<file path="config.mk">
export PLATFORM = sky130hd
export DESIGN_NAME = state_polytomsg__seq
export DESIGN_NICKNAME = d
export VERILOG_FILES = /design/src/rtl/state_polytomsg__seq.sv
export SDC_FILE = /design/constraint.sdc
export NUM_CORES = 1
export LEC_CHECK = 0
export CAP_MARGIN = 10
export CORE_MARGIN = 3
export CORE_UTILIZATION = 53
export DETAILED_ROUTE_END_ITERATION = 10
export GPL_TIMING_DRIVEN = 0
export PLACE_DENSITY = 0.95
export SYNTH_ARGS = -nofsm -noshare
export SYNTH_HDL_FRONTEND = slang
export SYNTH_SLANG_ARGS = --single-unit
export TNS_END_PERCENT = 10
</file>
<file path="constraint.sdc">
create_clock -name clk -period 2.45 [get_ports clk]
set_input_delay 0.735 -clock clk [delete_from_list [all_inputs] [get_ports clk]]
set_output_delay 0.735 -clock clk [all_outputs]
set_load 0.02 [all_outputs]
</file>
<file path="src/rtl/state_polytomsg__seq.sv">
// Polynomial-to-message packer: walks KYBER_N coefficients through an external
// bit-compute stage and packs the returned bits LSB-first into 32 message bytes.
// Index arithmetic assumes the default sizes (8-bit idx, 8-bit message bytes).
module state_polytomsg__seq #(
  parameter int unsigned KYBER_N        = 256,
  parameter int unsigned i_Coeffs_Width = 12,
  parameter int unsigned Msg_Byte_Width = 8
) (
  input  logic                      clk,
  input  logic                      reset,
  input  logic                      start,
  output logic                      busy,
  output logic                      done,
  output logic                      poly_rd_en,
  output logic [7:0]                poly_addr,
  input  logic [i_Coeffs_Width-1:0] poly_rdata,
  output logic                      dc_enable,
  output logic [i_Coeffs_Width-1:0] dc_coeffs,
  input  logic                      dc_done,
  input  logic                      dc_msg,
  output logic                      msg_wr_en,
  output logic [4:0]                msg_addr,
  output logic [Msg_Byte_Width-1:0] msg_wdata
);

  localparam logic [7:0] LastIdx = 8'(KYBER_N - 1);

  typedef enum logic [2:0] {
    StIdle,
    StRead,
    StWaitRd,
    StCal,
    StWaitDc,
    StNext,
    StDone
  } state_t;

  state_t                    state_q;
  logic [7:0]                idx_q;
  logic [Msg_Byte_Width-1:0] byte_reg_q;

  // Single-process FSM; every output is a register updated alongside the state.
  always_ff @(posedge clk) begin
    if (reset) begin
      state_q    <= StIdle;
      idx_q      <= '0;
      byte_reg_q <= '0;
      busy       <= 1'b0;
      done       <= 1'b0;
      poly_rd_en <= 1'b0;
      poly_addr  <= '0;
      dc_enable  <= 1'b0;
      dc_coeffs  <= '0;
      msg_wr_en  <= 1'b0;
      msg_addr   <= '0;
      msg_wdata  <= '0;
    end else begin
      case (state_q)
        StIdle: begin
          done <= 1'b0;
          if (start) begin
            idx_q      <= '0;
            byte_reg_q <= '0;
            busy       <= 1'b1;
            state_q    <= StRead;
          end
        end
        StRead: begin
          poly_rd_en <= 1'b1;
          poly_addr  <= idx_q;
          state_q    <= StWaitRd;
        end
        StWaitRd: begin
          poly_rd_en <= 1'b0;
          dc_coeffs  <= poly_rdata;
          state_q    <= StCal;
        end
        StCal: begin
          dc_enable <= 1'b1;
          state_q   <= StWaitDc;
        end
        StWaitDc: begin
          dc_enable <= 1'b0;
          if (dc_done) begin
            byte_reg_q[idx_q[2:0]] <= dc_msg;
            // Last bit of a byte: the fresh bit bypasses byte_reg_q into the write data.
            if (idx_q[2:0] == 3'd7) begin
              msg_wdata <= {dc_msg, byte_reg_q[Msg_Byte_Width-2:0]};
              msg_addr  <= idx_q[7:3];
              msg_wr_en <= 1'b1;
            end
            state_q <= StNext;
          end
        end
        StNext: begin
          msg_wr_en <= 1'b0;
          if (idx_q[2:0] == 3'd7) begin
            byte_reg_q <= '0;
          end
          if (idx_q == LastIdx) begin
            state_q <= StDone;
          end else begin
            idx_q   <= idx_q + 8'd1;
            state_q <= StRead;
          end
        end
        StDone: begin
          done    <= 1'b1;
          busy    <= 1'b0;
          state_q <= StIdle;
        end
        default: begin
          state_q <= StIdle;
        end
      endcase
    end
  end

endmodule

</file>
==> metrics.md, run 1 <==
| Metric | Value |
|---|---|
| Setup slack of the worst register-to-register path | `0.63 ns` |
| Non-Filler Cell Area, Final | `3050 sq um` |
| Vias after detailed routing | `2175` |
| Arrival @ worst endpoint | `2.29 ns` |
| Number of buffers created by CTS | `5` |
| Leakage power | `0.00105 uW` |
| Post-DRT Antenna Nets | `0` |
| Number of design rule violations left after detail routing | `0` |
| Actual slew at the worst max-slew pin | `0.539 ns` |
| Maximum achievable frequency | `477 MHz` |
| Net Count, Synth | `292` |
| Portion of the post-synthesis area used by sequential elements | `48.4%` |
| Worst supply voltage drop on vdd | `0.000354 V` |
| Most common cell after layout, fill and taps aside | `sky130_fd_sc_hd__dfxtp_1` |
| Count of state elements after synthesis | `56` |
| Pin count of the biggest net entering global routing | `17` |
| Most frequent cells in the layout | `sky130_fd_sc_hd__dfxtp_1 (56), sky130_fd_sc_hd__clkdlybuf4s50_1 (54), sky130_fd_sc_hd__nand2_1 (50)` |
| Slowest cell on the critical path | `sky130_fd_sc_hd__clkdlybuf4s50_1` |
| Number of synthesized flops with an enable pin | `0` |
| Most frequently used flop master after synthesis | `sky130_fd_sc_hd__dfxtp_1` |
| Number of global-route vias before repair | `2093` |
| First-pass GRT wire length | `9.65 mm` |
| Minimum setup slack in the final design | `0.352 ns` |
| Final Setup Violations | `0` |
| Cells resized by post-CTS repair | `0` |
| Routed met3 length | `301 microns` |
| IO Port Bufs | `54` |
| Aggregate negative setup slack | `0 ns` |
| Average size of a mapped cell | `8.49 sq um` |
| Required @ worst endpoint | `2.64 ns` |
| Count of inserted antenna diode cells | `0` |
| Final weighted congestion of routability-driven global placement | `0.982` |
| Count of mapped cells out of synthesis | `273` |
| Root buf cell | `sky130_fd_sc_hd__clkbuf_8` |
| Std-Cell Core Area | `4120 sq um` |
| Die area | `5200 sq um` |
| Cell type group with the largest total delay on the critical path | `buffers and inverters` |
| Maximum level of the CTS H-tree | `2` |
| Number of buffers added for setup after CTS | `0` |
| Count of unique library cells instantiated by Yosys | `38` |
| Max Buffers Root-to-Sink | `2` |
| Number of maximum-capacitance constraint violations | `0` |
| Startpoint of the lowest-slack hold path | `dc_coeffs[9]` |
| TritonCTS clock tree | `done` |
| Number of hold buffers added after CTS | `0` |
| Synthesis Warnings | `0` |
| I/O Pins | `55` |
| Capture endpoint of the worst hold path | `dc_coeffs[9]` |
| Kind of end point of the critical path | `register` |
| Initial core utilization | `56.3%` |
| Netlist Area Pre-Place | `2320 sq um` |
| Fin Clk Skew | `0.00376 ns` |
| Wire length after detailed routing | `5.70 mm` |
| Total clock sinks | `56` |
| Area Overhead vs Synth | `31.5%` |
| Post-route minimum period | `2.10 ns` |
| Cells traversed along the worst timing path | `clkdlybuf4s50_1, nand2_1, nor3_4, buf_6, mux2i_1, nor2_1` |
| Fraction of synthesis flops using an asynchronous set or reset pin | `0%` |
| GRT Total Usage | `23.4%` |
| Number of max-slew violations in the final report | `0` |
| Element type at the critical path start | `primary input` |
| Status | `complete, no violations` |
| Met2 routed WL | `2.89 mm` |
| Number of antenna violations at the first check in global routing | `0` |
| Area share of the leading cell type in the synthesized netlist | `48.4%` |
| Hold Crit Class | `reg2reg` |
| Worst path bufs/invs | `2` |
| Routed metal-1 wire length | `2.32 mm` |
| Fin nets | `353` |
| Critical path class | `in2reg` |
| Worst-case headroom to the max-slew limit | `64.1%` |
| Number of cells traversed by the worst hold path | `2` |
| Num rows | `23` |
| Half-perimeter wire length after detailed placement | `4.17 mm` |
| Clock transition at the registers of the reported paths | `0.09 ns` |
| Insertion delay to the later sink of the worst-skew pair | `0.31 ns` |
| Worst r2r dst | `msg_addr[0]` |
| Filler instances | `310` |
| Global route total overflow | `0` |
| Cell types occupying the most area after synthesis | `sky130_fd_sc_hd__dfxtp_1 (48%), sky130_fd_sc_hd__nand2_1 (8.1%), sky130_fd_sc_hd__a21oi_1 (7.8%), sky130_fd_sc_hd__mux2i_1 (6.0%), sky130_fd_sc_hd__nor2_1 (4.7%)` |
| First DRT Iteration DRCs | `136` |
| Peak fanout along the critical path | `10` |
| Largest area contributor in the netlist | `sky130_fd_sc_hd__dfxtp_1` |
| Die Y | `72.1 microns` |
| First-pass DRT Iterations | `5` |
| Hold violation count in the final report | `0` |
| Largest incremental delay on the critical path | `0.64 ns` |
| Vias per inst | `5.65` |
| Critical Path Stages | `6` |
| Tcrit/Tclk final | `85.6%` |
| Placed Area | `2920 sq um` |
| Share of post-route cells with drive strength above 1 | `8.36%` |
| Die span in x | `72.1 microns` |
| Worst r2r path cells | `7` |
| FF-to-FF Start | `idx_q[0]` |
| WL/cell | `14.8 microns` |
| Highest layer used for signal routing | `met4` |
| Power density over cell area | `590 nW/um^2` |
| Post-place setup slack | `0.0416 ns` |
| Unrepaired setup endpoints after global routing | `no` |
## synthesized netlist by cell type (2+ instances only)
| library cell | count |
|---|---|
| sky130_fd_sc_hd__clkbuf_1 | 5 |
| sky130_fd_sc_hd__nand4_1 | 3 |
| sky130_fd_sc_hd__nand3_1 | 5 |
| sky130_fd_sc_hd__dfxtp_1 | 56 |
| sky130_fd_sc_hd__buf_2 | 8 |
| sky130_fd_sc_hd__a21oi_1 | 36 |
| sky130_fd_sc_hd__o31ai_1 | 2 |
| sky130_fd_sc_hd__nor3_1 | 3 |
| sky130_fd_sc_hd__o21ai_0 | 19 |
| sky130_fd_sc_hd__buf_4 | 2 |
| sky130_fd_sc_hd__nand2_1 | 50 |
| sky130_fd_sc_hd__mux2i_1 | 14 |
| sky130_fd_sc_hd__inv_1 | 4 |
| sky130_fd_sc_hd__o21a_1 | 3 |
| sky130_fd_sc_hd__and2_1 | 3 |
| sky130_fd_sc_hd__or3_1 | 5 |
| sky130_fd_sc_hd__a31oi_1 | 4 |
| sky130_fd_sc_hd__o21ai_2 | 2 |
| sky130_fd_sc_hd__ha_1 | 2 |
| sky130_fd_sc_hd__nor2_1 | 29 |
## layout make-up
cell class                      count  area [sq um]  share of cell area (%)
Clock buffer                        7          96.3                    3.16
Buffer                             17          88.8                    2.92
Multi-Input combinational cell    196          1090                    35.9
Clock inverter                      1          30.0                   0.986
Inverter                            4          15.0                   0.493
Timing Repair Buffer               54           541                    17.7
Sequential cell                    56          1120                    36.8
Tap cell                           50          62.6                    2.05
## worst max path at each step
stage | slack (ns) | endpoint | from
finish | 0.35 | msg_addr[0] | dc_done
detailed placement | 0.04 | msg_addr[0] | dc_done
CTS | 0.37 | msg_addr[0] | dc_done
global route | 0.26 | byte_reg_q[3] | dc_done
floorplan | 0.81 | idx_q[6] | start
global placement | 0.14 | busy | reset
## state kept, by name, indices dropped and copies added, names as in the netlist
name	count
busy	1
byte_reg_q	7
dc_coeffs	12
dc_enable	1
done	1
idx_q	8
msg_addr	5
msg_wdata	8
msg_wr_en	1
poly_addr	8
poly_rd_en	1
state_q	3
## per-stage QoR
step | power (uW) | utilization (%) | cells | hold slack (ns)
after floorplan | 1080 | - | 273 | 0.444
after global placement | 1160 | 71.0 | 377 | 0.441
after detailed placement | 1170 | 71.0 | 377 | 0.446
after CTS | 1800 | 74.0 | 385 | 0.460
after global routing | 1870 | 74.0 | 385 | 0.477
final | 1800 | 74.0 | 385 | 0.459
## cell families after synthesis
family	Yosys count	synth area share [%]
flops	56	48.4
simple gates	108	22.0
buf+inv	21	4.48
xor+xnor	2	0.756
fa+ha+maj	2	1.08
mux	14	6.05
compound gates	70	17.3
## where the power goes
group	internal [uW]	leakage [uW]	switching, uW
combinational	89.2	0.000533	121
sequential	929	0.000453	11.1
clock	361	0.0000645	286
## tightest hold or removal path, cell delays in order (launching register included)
cell	delay (ns)
sky130_fd_sc_hd__dfxtp_1	0.32
sky130_fd_sc_hd__nand2_1	0.05
sky130_fd_sc_hd__a21oi_1	0.05
## routing by layer
layer | vias to the layer above | track usage [%]
li1 | 1054 | -
met1 | 1017 | 28.7
met2 | 84 | 39.5
met3 | 20 | 4.71
met4 | 0 | 10.2
met5 | - | 0
Power figures use the tool's default switching activity.
==> inputs of run 2 (changes only) <==
Settings changed: CTS_BUF_LIST from default to sky130_fd_sc_hd__clkbuf_8 sky130_fd_sc_hd__clkbuf_16, HOLD_SLACK_MARGIN from default to 0.1.
==> results of run 2 <==
The final DEF is identical to that of run 1; final timing and power are the same.
